$ cat config.mk
export PLATFORM = sky130hd
export DESIGN_NAME = mig_jtag_tap
export DESIGN_NICKNAME = d
export VERILOG_FILES = /design/src/rtl/mig_jtag_tap.sv
export SDC_FILE = /design/constraint.sdc
export NUM_CORES = 1
export LEC_CHECK = 0
export ABC_AREA = 1
export CORE_ASPECT_RATIO = 0.8
export CORE_MARGIN = 5
export CORE_UTILIZATION = 48
export DETAILED_ROUTE_END_ITERATION = 6
export PLACE_DENSITY = 0.78
export SETUP_SLACK_MARGIN = 0.1
export SLEW_MARGIN = 0
export SYNTH_ARGS = -nofsm -noshare
export SYNTH_HDL_FRONTEND = slang
export SYNTH_SLANG_ARGS = --single-unit
$ cat constraint.sdc
create_clock -name clk -period 2.55 [get_ports clk]
set_clock_uncertainty 0.15 [all_clocks]
set_input_delay 0.51 -clock clk [delete_from_list [all_inputs] [get_ports clk]]
set_output_delay 0.51 -clock clk [all_outputs]
set_load 0.05 [all_outputs]
$ cat src/rtl/mig_jtag_tap.sv
// JTAG TAP responder: oversamples tck/tms/tdi/trstn in the clk domain and runs the 1149.1 FSM.
// Optional feature macro MIG_JTAG_USER_DR_EN adds the 32-bit user DR selected by IR 0x10.
module mig_jtag_tap #(
  parameter int unsigned IR_WIDTH   = 5,
  parameter logic [31:0] IDCODE_VAL = 32'h1000_563D
) (
  input  logic        clk,
  input  logic        rst,
  input  logic        tck,
  input  logic        tms,
  input  logic        tdi,
  input  logic        trstn,
  output logic        tdo,
  input  logic [31:0] dr_capture_data,
  output logic [31:0] dr_update_data,
  output logic        dr_update_valid,
  output logic [3:0]  tap_state
);

  typedef enum logic [3:0] {
    StExit2Dr = 4'h0, StExit1Dr = 4'h1, StShiftDr = 4'h2, StPauseDr = 4'h3,
    StSelIr   = 4'h4, StUpdDr   = 4'h5, StCapDr   = 4'h6, StSelDr   = 4'h7,
    StExit2Ir = 4'h8, StExit1Ir = 4'h9, StShiftIr = 4'hA, StPauseIr = 4'hB,
    StRti     = 4'hC, StUpdIr   = 4'hD, StCapIr   = 4'hE, StTlr     = 4'hF
  } tap_state_e;

  localparam logic [IR_WIDTH-1:0] IrIdcode = IR_WIDTH'(1);

  logic [2:0] tck_q;
  logic [1:0] tms_q, tdi_q, trstn_q;
  logic       tck_rise, tck_fall, tms_s, tdi_s, trst;

  always_ff @(posedge clk or posedge rst) begin
    if (rst) begin
      tck_q   <= '0;
      tms_q   <= '0;
      tdi_q   <= '0;
      trstn_q <= 2'b11;
    end else begin
      tck_q   <= {tck_q[1:0], tck};
      tms_q   <= {tms_q[0], tms};
      tdi_q   <= {tdi_q[0], tdi};
      trstn_q <= {trstn_q[0], trstn};
    end
  end

  // tck_q[1] is the synchronized level, tck_q[2] the previous sample.
  assign tck_rise = tck_q[1] & ~tck_q[2];
  assign tck_fall = ~tck_q[1] & tck_q[2];
  assign tms_s    = tms_q[1];
  assign tdi_s    = tdi_q[1];
  assign trst     = ~trstn_q[1];

  tap_state_e          state_q, state_d;
  logic [IR_WIDTH-1:0] ir_q, ir_sr_q;
  logic [31:0]         id_sr_q;
  logic                byp_q;
  logic                sel_id, sel_user, dr_lsb;

  assign sel_id    = (ir_q == IrIdcode);
  assign tap_state = state_q;

  always_comb begin
    state_d = state_q;
    case (state_q)
      StTlr:     state_d = tms_s ? StTlr     : StRti;
      StRti:     state_d = tms_s ? StSelDr   : StRti;
      StSelDr:   state_d = tms_s ? StSelIr   : StCapDr;
      StCapDr:   state_d = tms_s ? StExit1Dr : StShiftDr;
      StShiftDr: state_d = tms_s ? StExit1Dr : StShiftDr;
      StExit1Dr: state_d = tms_s ? StUpdDr   : StPauseDr;
      StPauseDr: state_d = tms_s ? StExit2Dr : StPauseDr;
      StExit2Dr: state_d = tms_s ? StUpdDr   : StShiftDr;
      StUpdDr:   state_d = tms_s ? StSelDr   : StRti;
      StSelIr:   state_d = tms_s ? StTlr     : StCapIr;
      StCapIr:   state_d = tms_s ? StExit1Ir : StShiftIr;
      StShiftIr: state_d = tms_s ? StExit1Ir : StShiftIr;
      StExit1Ir: state_d = tms_s ? StUpdIr   : StPauseIr;
      StPauseIr: state_d = tms_s ? StExit2Ir : StPauseIr;
      StExit2Ir: state_d = tms_s ? StUpdIr   : StShiftIr;
      StUpdIr:   state_d = tms_s ? StSelDr   : StRti;
      default:   state_d = StTlr;
    endcase
  end

`ifdef MIG_JTAG_USER_DR_EN
  localparam logic [IR_WIDTH-1:0] IrUser = IR_WIDTH'(5'h10);

  logic [31:0] user_sr_q;

  assign sel_user = (ir_q == IrUser);
  assign dr_lsb   = sel_id ? id_sr_q[0] : (sel_user ? user_sr_q[0] : byp_q);

  // A test reset suppresses any tck edge, so an aborted shift never reaches update.
  always_ff @(posedge clk or posedge rst) begin
    if (rst) begin
      user_sr_q       <= '0;
      dr_update_data  <= '0;
      dr_update_valid <= 1'b0;
    end else begin
      dr_update_valid <= 1'b0;
      if (!trst && sel_user) begin
        if (tck_rise && state_q == StCapDr) begin
          user_sr_q <= dr_capture_data;
        end else if (tck_rise && state_q == StShiftDr) begin
          user_sr_q <= {tdi_s, user_sr_q[31:1]};
        end else if (tck_fall && state_q == StUpdDr) begin
          dr_update_data  <= user_sr_q;
          dr_update_valid <= 1'b1;
        end
      end
    end
  end
`else
  logic unused_capture;

  assign sel_user        = 1'b0;
  assign dr_lsb          = sel_id ? id_sr_q[0] : byp_q;
  assign dr_update_data  = '0;
  assign dr_update_valid = 1'b0;
  assign unused_capture  = ^dr_capture_data;
`endif

  always_ff @(posedge clk or posedge rst) begin
    if (rst) begin
      state_q <= StTlr;
      ir_q    <= IrIdcode;
      ir_sr_q <= '0;
      id_sr_q <= '0;
      byp_q   <= 1'b0;
      tdo     <= 1'b0;
    end else if (trst) begin
      state_q <= StTlr;
      ir_q    <= IrIdcode;
    end else if (tck_rise) begin
      state_q <= state_d;
      if (state_d == StTlr) ir_q <= IrIdcode;
      case (state_q)
        StCapIr:   ir_sr_q <= IrIdcode;  // capture pattern 0..01
        StShiftIr: ir_sr_q <= {tdi_s, ir_sr_q[IR_WIDTH-1:1]};
        StCapDr: begin
          if (sel_id)         id_sr_q <= IDCODE_VAL;
          else if (!sel_user) byp_q   <= 1'b0;
        end
        StShiftDr: begin
          if (sel_id)         id_sr_q <= {tdi_s, id_sr_q[31:1]};
          else if (!sel_user) byp_q   <= tdi_s;
        end
        default: ;
      endcase
    end else if (tck_fall) begin
      if (state_q == StUpdIr) ir_q <= ir_sr_q;
      if (state_q == StShiftIr)      tdo <= ir_sr_q[0];
      else if (state_q == StShiftDr) tdo <= dr_lsb;
      else                           tdo <= 1'b0;
    end
  end

endmodule

==> reports/results.ini, run 1 <==
[clocking]
clkSinkCount=57
h-tree-depth=3
clock_path_buffers=2
cts_tree=yes
insertion_delay_ns=0.34
clkSlewWorstSetupHoldPaths_ns=0.06
numCtsBuffers=9
cts_setup_buffers=0
clock_tree.root_cell=clkbuf_8

[yosys]
synth_edf_count=0
synth_common_cells=nand2_1 (82), dfrtp_1 (50), buf_4 (34)
synth_warnings=0
synth_area_leader_cell=dfrtp_1
synth-seq-cells=57
synth_area_um2=2760
synth_most_common_cell=nand2_1
synth_cell_type_count=26
synthArstFlopShare_pct=100
syn_avg_cell_area_um2=8.94
synth_cells=309
yosysSeqAreaShare_pct=51.9
synth_ff_type=dfrtp_1
synth.top_cells.by_area=dfrtp_1 (45%), nand2_1 (11%), buf_4 (9.2%)
yosys.area.top_type_share_pct=45.3

[timing]
finalCriticalPeriod_ns=2.37
worstMarginPinSlew_ns=0.500
max_freq_ghz=0.421
hold_viol=0
rsz0062_at_grt=no
slew_viol_final=0
slew-limit-headroom_pct=66.5
fin_ws_ns=0.177
fin_crit_sh_pct=93.0
setup_viol=0
tns_ns=0

[global_routing]
grt_use_total_pct=13.5
grt_max_degree=58
grt_first_pass_wirelength_um=7780
gr-total-overflow=0
antenna_found_initial=0
grt_pass1_vias=1707

[setup_path]
worstPathMaxFanout=4
crit_path_end_kind=primary output
r2r-start=ir_q[0]
crit_start=tap_state[3]
arrival_ns=1.71
reg2reg_slack_ns=0.64
crit_type=flop to primary output
cpMaxStageDelayCell=clkdlybuf4s50_1
path_cells=clkdlybuf4s50_1
critPathMaxStageDelay_ns=0.81
crit_required_ns=1.89
crit_buf_inv=1
start_kind=flop
cp_top_family=buffers and inverters

[floorplan]
io_pins=76
die_h_um=77.9
die_area_um2=7390
start_util_pct=50.0
row_count=24
coreArea_um2=5530
die_x_um=94.8

[final_layout]
n_antenna_cell=0
final_cell_area_um2=3000
nets=361
syn2layout_area_growth_pct=8.37
drive_gt1_share_pct=11.9
fill_cells=502
final_cells=406

[placement]
dpl.hpwl_um=3050
placed_area_um2=2790
place.gp.congestion=0.863
io_buffers=10
dp_cells=390
dpl_worst_slack_ns=0.438

[detailed_routing]
dr.pass1.iters=4
detail-route-antenna-nets=0
drcViolationCount=0
wl_um=4570
vias=1892
vias_per_cell=4.66
wl_per_cell_um=11.3
drtIter0Drc=134

[power_and_ir_drop]
p_seq_share_pct=46.1
powerDensity_nw_per_um2=699
p_leak_nw=1.63
p_comb_share_pct=13.5
total_power_w=0.00209
clockPowerShare_pct=40.5
peakVddDrop_mv=0.388
power.switching_w=0.000596
p_int_w=0.00150
p_sw_share_pct=28.5

[min_path]
hold_class=flop to flop
hp-start=tck_q[0]

[run_status]
status=finished clean

[job]
drv_cap=0

[sequential cells by signal, indices dropped and copies added, names as in the netlist]
| signal | flops |
|---|---|
| id_sr_q | 32 |
| tck_q | 3 |
| tdo | 1 |
| tdi_q | 2 |
| ir_sr_q | 5 |
| byp_q | 1 |
| tap_state | 4 |
| trstn_q | 2 |
| tms_q | 2 |
| ir_q | 5 |
[per-layer routing]
layer  vias to the layer above  GRT usage [%]  share of wire [%]
li1                        946              -                  -
met1                       860           17.8                 45
met2                        74           19.7                 44
met3                        12           4.06                8.0
met4                         0           7.78                2.4
met5                         -              0                  0
[power by group through the flow]
stage | Sequential [W] | Clock (W) | Combinational (W)
after floorplan | 0.000998 | 0 | 0.000249
after global placement | 0.000978 | 0 | 0.000277
after detailed placement | 0.000979 | 0 | 0.000281
after CTS | 0.000963 | 0.000873 | 0.000281
after global routing | 0.000966 | 0.000926 | 0.000303
final | 0.000964 | 0.000847 | 0.000282
[cells in the final DEF (no fill, tap or decap)]
cell,instances
nand2_1,82
dfrtp_1,50
conb_1,33
nand3_1,32
inv_1,30
clkbuf_8,11
nor2_1,10
nand3b_1,10
o21ai_1,9
nand4_1,8
o21ai_0,8
clkdlybuf4s50_1,8
dfstp_2,7
inv_2,5
clkinv_2,3
buf_4,3
nor2_8,2
o211ai_1,2
a21oi_1,2
a22oi_1,2
nand2_4,1
nor2_4,1
nand3_4,1
nor2_2,1
a21boi_0,1
o21ai_2,1
clkinv_4,1
bufinv_16,1
dlymetal6s2s_1,1
dlygate4sd2_1,1
buf_12,1
[through the flow]
stage               utilization, %  hold slack [ns]
floorplan                        -            0.181
global placement              50.5            0.184
detailed placement            50.5            0.190
CTS                           54.2            0.205
global route                  54.2            0.218
finish                        54.2            0.203
[kinds of logic (layout without fill, tap and decap cells)]
family	count (synthesis)	after routing	synth area share, %
and+or+nand+nor	148	148	25.9
DFF	57	57	51.9
buffers and inverters	78	65	16.9
AOI/OAI and AO/OA	25	25	5.12
other	1	33	0.136
[what timing repair did]
item | in CTS | in global routing
hold buffers | 0 | 0
hold endpoints to repair | 0 | 0
setup endpoints to repair | 1 | 1
gates cloned | 0 | 0
gates resized for setup | 1 | 1
[final timing paths]
path                                 to  depth (start not counted)
max                        tap_state[3]                          1
min                            tck_q[1]                          0
max reg2reg                 id_sr_q[28]                          8
min reg2reg                    tck_q[1]                          0
max in group asynchronous    trstn_q[0]                          3
min in group asynchronous   id_sr_q[30]                          3
[cell type report]
class / count / area (um2) / area share, %
Tap cell: 78 / 97.6 / 3.26
Clock inverter: 5 / 53.8 / 1.80
Inverter: 35 / 131 / 4.39
Sequential cell: 57 / 1440 / 47.9
Timing Repair Buffer: 14 / 144 / 4.80
Multi-Input combinational cell: 206 / 982 / 32.8
Clock buffer: 11 / 151 / 5.05
No activity file was read; power rests on OpenSTA's default activity.
==> run 2, diff against run 1 <==
--- a/config.mk
+++ b/config.mk
@@ -12,7 +12,7 @@
 export DETAILED_ROUTE_END_ITERATION = 6
 export PLACE_DENSITY = 0.78
 export SETUP_SLACK_MARGIN = 0.1
-export SLEW_MARGIN = 0
+export SLEW_MARGIN = 20
 export SYNTH_ARGS = -nofsm -noshare
 export SYNTH_HDL_FRONTEND = slang
 export SYNTH_SLANG_ARGS = --single-unit
==> results of run 2 <==
Same layout as run 1: the final DEF is identical, and so are final timing and power.
==> run 3, diff against run 2 <==
--- a/config.mk
+++ b/config.mk
@@ -10,6 +10,7 @@
 export CORE_MARGIN = 5
 export CORE_UTILIZATION = 48
 export DETAILED_ROUTE_END_ITERATION = 6
+export HOLD_SLACK_MARGIN = 0.1
 export PLACE_DENSITY = 0.78
 export SETUP_SLACK_MARGIN = 0.1
 export SLEW_MARGIN = 20
==> results of run 3 <==
Same layout as run 1: the final DEF is identical, and so are final timing and power.
==> patch, RTL diff (config.mk and constraints of run 3) <==
Add a define of `MIG_JTAG_USER_DR_EN`.
--- a/src/rtl/mig_jtag_tap.sv
+++ b/src/rtl/mig_jtag_tap.sv
@@ -1,5 +1,7 @@
 // JTAG TAP responder: oversamples tck/tms/tdi/trstn in the clk domain and runs the 1149.1 FSM.
 // Optional feature macro MIG_JTAG_USER_DR_EN adds the 32-bit user DR selected by IR 0x10.
+`define MIG_JTAG_USER_DR_EN
+
 module mig_jtag_tap #(
   parameter int unsigned IR_WIDTH   = 5,
   parameter logic [31:0] IDCODE_VAL = 32'h1000_563D
Formal check against the unedited RTL: no difference found for any inputs over 10 cycles, from zero or initial values and one cycle with rst high; that may be too few to reach the edited logic, so the function may still have changed.
==> patch against run 3 <==
Sequential power rose by 110%. Power up 130%. Area after synthesis is 93% higher. Sequential cell count rose by 65. Count of clock-buffer cells in the layout rose by 8. Highest routed layer unchanged. Largest power group is now the clock network. Critical endpoint is now tap_state[2]. Global-route usage is 5.0 points higher. Cell area rose by 130%. Register-to-register slack got worse by 0.22 ns. Setup slack better by 0.082 ns. Routed wire length rose to 2.6 times the old value. Final cell count is 110% higher.
==> patch: results (changes against run 3) <==
- The flow ran to the end, and the final reports show no timing, DRC or antenna violations.
- The routability congestion estimate is 0.881 (+2.2%).
- The all-layer global routing usage is 18.5% (+5.0 points).
- The fraction of power consumed by the clock network is 52.1% (+12 points).
- The number of iterations in the first detailed-routing pass is 5 (+1).
- The CTS clock-pin slew for the worst setup and hold paths is 0.05 ns.
- The peak per-stage delay on the critical path is 0.66 ns (-0.15 ns).
- The layout filler cell count came to 872 (+74%).
- The proportion of total power due to net switching is 22.4% (-6.1 points).
- The pre-CTS setup slack is 0.405 ns (-0.0336 ns).
- The area occupied by registers came to 3060 um2 (+110%).
- The post-synthesis sequential area ratio was 57.4% (+5.4 points).
- The slowest stage of the critical path is the sky130_fd_sc_hd__dfstp_2 cell.
- The count of buffers inserted at the top-level ports is 75 (+65).
- CTS placed an instance of sky130_fd_sc_hd__clkbuf_16 at the clock tree root.
- The number of nets at the end of the flow was 732 (+100%).
- The number of sequential cells in the layout is 122 (+110%).
- The highest fanout seen on the critical path is 11 (+7).
- The utilization after layout is 62.8% (+8.6 points).
- The largest voltage drop on the vdd net is 558 uV (+44%).
- The share of synthesized flip-flops with an asynchronous set or reset is 100% (unchanged).
- The count of buffers not belonging to the clock network in the layout came to 86 (+72).
- The arrival time at the worst endpoint was 1.63 ns (-0.08 ns).
- The number of library cell types mapped by synthesis is 29 (+12%).
- The number of levels the H-tree was split into is 4 (+1).
- The internal power contribution is 0.00368 W (+150%).
- The post-layout instance count excluding filler cells came to 851 (+110%).
- The number of global-route vias before repair is 4314 (+150%).
- The global-route wire length before repair was 20.1 mm (+160%).
- The largest net degree at the start of global routing was 71 (+22%).
- The overall routed net length is 11.8 mm (+160%).
- The static leakage is 3.42 nW (+110%).
- The placed cell area is 6230 um2 (+120%).
- The number of clock buffers in the layout is 19 (+8).
- In the final layout, the registers with the most flip-flops are dr_update_data (32), id_sr_q (32), user_sr_q (32).
- The HPWL after detailed placement is 7.34 mm (+140%).
- The violation count after the first detailed-route iteration is 529 (+290%).
- The number of buffers added by the clock tree synthesis step came to 17 (+8).
- The inverter count of the layout excluding clock inverters was 70 (+100%).
- The family with the most delay on the worst path is flip-flops.
- The area of the placeable core is 10900 um2 (+97%).
- The layout multi-input combinational cell count is 397 (+93%).
- The count of vias placed by the detailed router is 4393 (+130%).
- Yosys attributes the largest share of cell area to sky130_fd_sc_hd__dfrtp_1 54%, sky130_fd_sc_hd__nand2_1 11%, sky130_fd_sc_hd__nand3_1 5.3%.
- Sorting the synthesized cells by how often they occur yields 162 x sky130_fd_sc_hd__nand2_1, 115 x sky130_fd_sc_hd__dfrtp_1, 59 x sky130_fd_sc_hd__inv_1.
- The buffering overhead is 12.7% (+7.9 points).
- The clock latency on the worst-skew pair is 0.41 ns (+0.07 ns).
- The number of instances in the placed design is 819 (+110%).
- The fraction of layout instances using a drive strength above 1 came to 10.0% (-1.8 points).
- The clock network area share is 9.02% (+2.2 points).
- The mean instance size in the synthesized netlist was 8.58 um2 (-4.1%).
- The relative slew slack came to 41.8% (-25 points).
- The multi-input gate area in the final layout is 1850 um2 (+88%).
- The final number of setup-violating endpoints is 0 (unchanged).
patch: cell count changes after synthesis, sizes merged, moves of 7 or more:
cell and change:
buf -23, clkbuf +13, a21oi +9, o21ai +50, nor2 +38, nand2 +80, inv +34, a22oi +7
dfrtp +65, nand3 +23
patch: worst paths after layout:
check	from	end	slack (ns)	cells past startpoint
min in group asynchronous	rst	user_sr_q[3]$_DFFE_PP0P_	0.39	3
worst max-delay path	tap_state[2]$_DFFE_PP1N_	tap_state[2]	0.26	1
worst max register to register	tap_state[0]$_DFFE_PP1N_	dr_update_data[2]$_DFFE_PP0P_	0.42	7
worst min-delay path	tdi_q[0]$_DFF_PP0_	tdi_q[1]$_DFF_PP0_	0.20	0
worst min register to register	tdi_q[0]$_DFF_PP0_	tdi_q[1]$_DFF_PP0_	0.20	0
max in group asynchronous	rst	trstn_q[1]$_DFF_PP1_	1.47	3
patch: timing repair:
item / in CTS / in global routing
gates resized for setup: 4 / 0
endpoints found under the setup margin: 4 / 0
endpoints found under the hold margin: 0 / 0
buffers inserted: 0 / 0
patch: kinds of logic (layout without fill, tap and decap cells):
family	Yosys count	in the layout	synth area share, %
flip-flops	122	122	57.4
AND/OR/NAND/NOR	298	298	24.4
AO/OA/AOI/OAI	99	99	10.1
buffers and inverters	103	188	8.11
patch: metal layers:
| metal | vias up | GRT usage, % | part of all wire, % |
|---|---|---|---|
| li1 | 2149 | - | - |
| met1 | 2051 | 24.6 | 44 |
| met2 | 168 | 28.8 | 48 |
| met3 | 25 | 5.18 | 7.2 |
| met4 | 0 | 7.27 | 1.5 |
| met5 | - | 0 | 0 |
patch: worst register-to-register path, delay by kind of cell, from the launching register on:
family,cells,cell delay (ns)
AOI/OAI and AO/OA,1,0.09
DFF,1,0.56
and+or+nand+nor,4,0.74
buffers and inverters,2,0.44
